===== src/rtl/i2s_rx_deserializer.sv =====
// I2S capture-path deserializer: synchronizes bclk/lrclk/sdata into clk and
// delivers left/right words as a parallel pair with a one-cycle strobe.
module i2s_rx_deserializer #(
    parameter int SAMPLE_WIDTH = 24
) (
    input  logic                    clk,
    input  logic                    reset,
    input  logic                    i2s_bclk,
    input  logic                    i2s_lrclk,
    input  logic                    i2s_sdata,
    output logic [SAMPLE_WIDTH-1:0] sample_l,
    output logic [SAMPLE_WIDTH-1:0] sample_r,
    output logic                    new_sample,
    output logic                    frame_error,
    output logic                    locked
);

    localparam logic [5:0]              CNT_W   = 6'(SAMPLE_WIDTH);
    localparam logic [SAMPLE_WIDTH-1:0] MSB_BIT = SAMPLE_WIDTH'(1) << (SAMPLE_WIDTH - 1);

    typedef enum logic [1:0] {WAIT_SYNC, LEFT, RIGHT} state_t;

    state_t                  state;
    logic                    bclk_s1, bclk_s2, bclk_s3;
    logic                    lr_s1, lr_s2, lr_prev;
    logic                    sd_s1, sd_s2;
    logic [5:0]              bit_cnt;
    logic [SAMPLE_WIDTH-1:0] shreg;
    logic [SAMPLE_WIDTH-1:0] left_hold;
    logic                    left_ok;

    logic bclk_rise;
    logic slot_ok;

    assign bclk_rise = bclk_s2 & ~bclk_s3;
    assign slot_ok   = (bit_cnt >= CNT_W);

    always_ff @(posedge clk or posedge reset) begin
        if (reset) begin
            bclk_s1 <= 1'b0;
            bclk_s2 <= 1'b0;
            bclk_s3 <= 1'b0;
            lr_s1   <= 1'b0;
            lr_s2   <= 1'b0;
            sd_s1   <= 1'b0;
            sd_s2   <= 1'b0;
        end else begin
            bclk_s1 <= i2s_bclk;
            bclk_s2 <= bclk_s1;
            bclk_s3 <= bclk_s2;
            lr_s1   <= i2s_lrclk;
            lr_s2   <= lr_s1;
            sd_s1   <= i2s_sdata;
            sd_s2   <= sd_s1;
        end
    end

    always_ff @(posedge clk or posedge reset) begin
        if (reset) begin
            state       <= WAIT_SYNC;
            lr_prev     <= 1'b0;
            bit_cnt     <= '0;
            shreg       <= '0;
            left_hold   <= '0;
            left_ok     <= 1'b0;
            sample_l    <= '0;
            sample_r    <= '0;
            new_sample  <= 1'b0;
            frame_error <= 1'b0;
            locked      <= 1'b0;
        end else begin
            new_sample  <= 1'b0;
            frame_error <= 1'b0;
            if (bclk_rise) begin
                lr_prev <= lr_s2;
                if (lr_s2 != lr_prev) begin
                    // Edge 0 of a slot carries the previous word's trailing bit.
                    bit_cnt <= '0;
                    shreg   <= '0;
                    case (state)
                        WAIT_SYNC: if (!lr_s2) state <= LEFT;
                        LEFT: if (lr_s2) begin
                            left_hold   <= shreg;
                            left_ok     <= slot_ok;
                            frame_error <= ~slot_ok;
                            state       <= RIGHT;
                        end
                        RIGHT: if (!lr_s2) begin
                            frame_error <= ~slot_ok;
                            if (left_ok && slot_ok) begin
                                sample_l   <= left_hold;
                                sample_r   <= shreg;
                                new_sample <= 1'b1;
                                locked     <= 1'b1;
                            end
                            state <= LEFT;
                        end
                        default: state <= WAIT_SYNC;
                    endcase
                end else begin
                    if (bit_cnt != 6'd63) bit_cnt <= bit_cnt + 6'd1;
                    // Bits land at absolute positions so a short slot keeps zero LSBs.
                    if (bit_cnt < CNT_W && sd_s2) shreg <= shreg | (MSB_BIT >> bit_cnt);
                end
            end
        end
    end

endmodule


===== config.mk =====
export PLATFORM = sky130hd
export DESIGN_NAME = i2s_rx_deserializer
export DESIGN_NICKNAME = d
export VERILOG_FILES = /design/src/rtl/i2s_rx_deserializer.sv
export SDC_FILE = /design/constraint.sdc
export NUM_CORES = 1
export LEC_CHECK = 0
export CAP_MARGIN = 20
export CORE_MARGIN = 5
export CORE_UTILIZATION = 55
export CTS_CLUSTER_SIZE = 24
export DETAILED_ROUTE_END_ITERATION = 10
export HOLD_SLACK_MARGIN = 0.12
export PLACE_DENSITY = 0.79
export SYNTH_ARGS = -nofsm -noshare
export SYNTH_HDL_FRONTEND = slang
export SYNTH_SLANG_ARGS = --single-unit

===== constraint.sdc =====
create_clock -name clk -period 4.5 [get_ports clk]
set_input_delay 0.9 -clock clk [delete_from_list [all_inputs] [get_ports clk]]
set_output_delay 0.9 -clock clk [all_outputs]
set_load 0.02 [all_outputs]

==> metrics list <==
* Run status: completed
* Total Wirelength: 9705 µm
- Using the TritonRoute via totals, the vias-per-cell ratio works out to 5.613.
- The netlist uses 41 different library cells.
- Core ar.: 0.008721 mm²
* Type of the setup path with the least slack: reg2reg
- In the final routed layout, each cell accounts on average for 18.96 µm.
* Overall routing resource usage: 0.1888
- After detailed placement, the design holds a cell count of 478.
- Top cells by area, synth: sky130_fd_sc_hd__dfrtp_1, sky130_fd_sc_hd__mux2_4, sky130_fd_sc_hd__mux2_2
- Antenna violations before repair: 0
- H-tree Lvls: 4
- Number of sinks on the clock net: 116
* Maximum count of clock buffers along a single path: 2
- The tightest min-delay check is of the reg2reg type.
* Hold buffers post-CTS: 0
- Most instantiated flip-flop cell in the synthesis netlist: sky130_fd_sc_hd__dfrtp_1
* Cell count after synthesis: 330
* Die X-Extent: 104.5 µm
- Final design instance area without fill: 0.006121 mm²
- Total Nets Final: 407
* Worst max-slew margin expressed relative to the limit: 0.3745
- Std cell rows: 34
- Net Count, Synth: 346
- In this run the static leakage power is 2.917 nW.
- For this run, asynchronously set or reset flops after synthesis account for 1.000.
- Setup violations remaining at the end of the flow were counted as 0.
- Worst-Skew Late Latency: 0.52 ns
- Across the VDD grid, the largest voltage drop is 356.9 µV.
* Antenna-violating nets left: 0
* ANT cells: 0
- Die H: 104.5 µm
* Num ports: 56
- Final standard cell utilization of the core: 0.7019
* Setup tns final: 0 ns
- DRC violations left: 0
* Largest net degree at the start of global routing: 92
* Commonest cells in the netlist: sky130_fd_sc_hd__dfrtp_1, sky130_fd_sc_hd__mux2_4, sky130_fd_sc_hd__nor2_1
- The number of setup buffers added after CTS is 0.
- The final hold violation count came to 0.
- Maximum fanout count along the critical path: 50
* Worst setup EP type: register
* Root buf cell: sky130_fd_sc_hd__clkbuf_8
* Critical path data required time: 4.90 ns
- First-pass iteration count of the detailed router: 5
* Number of vias after detailed routing: 2874
- Non-filler instance count after layout: 512
- Startpoint types: register
* Filler Cells Inserted: 559
- Number of buffer cells added on primary ports: 55
- Crit path arrival time: 2.92 ns
* Total area of sequential cells: 0.002903 mm²
* Netlist Area Pre-Place: 0.004916 mm²
* Global-route congestion overflow total: 0
- Detailed placement ended at an HPWL of 5879 µm.
- Total of flip-flops plus latches after synthesis: 116
* Number of buffers created by CTS: 17
* Unrepaired setup endpoints after global routing: no
- Area of placed instances: 0.005431 mm²
* Worst Max-Slew Pin Slew: 0.9382 ns
- For this run, the slowest stage of the critical path takes 0.91 ns.
- TritonCTS built the clock tree.
* Final worst clock skew: 0.007305 ns
- Global-route wire length before repair: 16350 µm
- Final RePlAce weighted congestion: 0.8197
- Worst-path cell chain: nor2b_1 -> and3_4 -> mux2_4
* Combined area of the multi-input logic cells: 0.001788 mm²
- Worst path slowest cell: sky130_fd_sc_hd__and3_4
- The number of max-slew violations in the final report came to 0.
- Period utilisation layout: 0.5595
- Max-cap violations in this run came to 0.
- Hold Worst Slack: 0.3489 ns
- Power Dens Cells: 456.5 mW/mm²
- Fraction of final layout cells sized beyond drive strength 1: 0.2921
- Cells resized by post-CTS repair: 0
* Fraction of synthesized cell area taken by the top area cell type: 0.5905
* Cell type contributing the most total cell area after synthesis: sky130_fd_sc_hd__dfrtp_1
- Final Critical Period: 2.518 ns
- For this run, the register share of the synthesized area comes to 0.5905.
- Yosys mapped a number of flops with a built-in enable equal to 0.
- Initial DRC count: 165
* Vias in the first global route: 3080
* Effective utilization at floorplan: 0.5637
- Top-count cell post-synth: sky130_fd_sc_hd__dfrtp_1
* Ys Warns: 0
- Mapped Avg Cell Area: 14.90 µm²
- After clock tree synthesis, the clock-pin slew on the worst setup and hold paths is 0.06 ns.
- Die outline area: 0.01093 mm²
- Derived from the worst setup path, the maximum achievable clock frequency is 0.3972 GHz.
* Synthesis-to-layout area growth: 24.51%
-- cell families (layout without fill, tap and decap cells) --
logic type	after synthesis	in the layout	synth area share
multiplexers	75	75	0.2082
flip-flops	116	116	0.5905
AND/OR/NAND/NOR	56	56	0.07025
XOR/XNOR	2	2	0.003564
adder cells (fa/ha/maj)	11	11	0.02800
buffers and inverters	27	101	0.04581
AO/OA/AOI/OAI	43	43	0.05371
-- sequential cells by signal, summed over array words and instances (netlist names), 2 cells and up --
| signal | cells |
|---|---|
| state | 2 |
| bit_cnt | 6 |
| sample_l | 24 |
| sample_r | 24 |
| shreg | 24 |
| left_hold | 24 |
-- worst paths after layout --
kind,endpoint,cells past startpoint,startpoint,slack [ns]
worst max-delay path,sample_r[6]$_DFFE_PP0P_,3,bclk_s2$_DFF_PP0_,1.98
worst min-delay path,sd_s2$_DFF_PP0_,0,sd_s1$_DFF_PP0_,0.35
worst max register to register,sample_r[6]$_DFFE_PP0P_,3,bclk_s2$_DFF_PP0_,1.98
worst min register to register,sd_s2$_DFF_PP0_,0,sd_s1$_DFF_PP0_,0.35
max in group asynchronous,left_ok$_DFFE_PP0P_,3,reset,3.23
min in group asynchronous,sample_l[15]$_DFFE_PP0P_,2,reset,0.66
-- layer usage --
layer	up-vias	GRT usage	part of all wire
met5	-	0	0
met4	0	0.09066	0.018
met3	19	0.05549	0.047
met2	89	0.2873	0.52
met1	1479	0.2495	0.42
li1	1287	-	-
-- power by group --
group          internal, mW  switching (mW)
combinational        0.0786           0.114
sequential             1.09          0.0450
clock                  1.01           0.457
-- cell type report --
cell class,instances,share of cell area
Sequential cell,116,0.4742
Multi-Input combinational cell,187,0.2921
Timing Repair Buffer,59,0.09873
Clock buffer,24,0.07850
Clock inverter,8,0.02780
Tap cell,108,0.02208
Inverter,10,0.006541
-- through the flow --
step / worst slack (ns) / power [mW]
3_3_place_gp: 1.971 / 1.318
2_1_floorplan: 0.5276 / 1.279
6_report: 1.982 / 2.794
5_1_grt: 1.857 / 2.898
4_1_cts: 1.990 / 2.812
3_5_place_dp: 1.929 / 1.335
-- cell usage in the layout (no fill, tap or decap), types with 2 or more instances in the layout --
cell / n
sky130_fd_sc_hd__o31a_1: 2
sky130_fd_sc_hd__a31oi_1: 7
sky130_fd_sc_hd__ha_1: 11
sky130_fd_sc_hd__and4b_1: 4
sky130_fd_sc_hd__clkinvlp_4: 2
sky130_fd_sc_hd__buf_4: 2
sky130_fd_sc_hd__nor2_1: 27
sky130_fd_sc_hd__inv_1: 9
sky130_fd_sc_hd__and4bb_2: 6
sky130_fd_sc_hd__dfrtp_1: 116
sky130_fd_sc_hd__mux2_2: 26
sky130_fd_sc_hd__clkbuf_16: 16
sky130_fd_sc_hd__clkdlybuf4s50_1: 55
sky130_fd_sc_hd__a21oi_1: 21
sky130_fd_sc_hd__nor2b_1: 3
sky130_fd_sc_hd__nand2_1: 5
sky130_fd_sc_hd__nand2b_1: 2
sky130_fd_sc_hd__clkbuf_8: 5
sky130_fd_sc_hd__o22ai_1: 3
sky130_fd_sc_hd__mux2_4: 48
sky130_fd_sc_hd__o21ai_0: 2
sky130_fd_sc_hd__bufinv_16: 5
sky130_fd_sc_hd__clkbuf_1: 3
-- critical path, delay by kind of cell, from the launching register on --
family	cells	cell delay, ns
DFF	1	0.49
muxes	1	0.36
and+or+nand+nor	2	1.48
(Power assumes the default switching activity.)
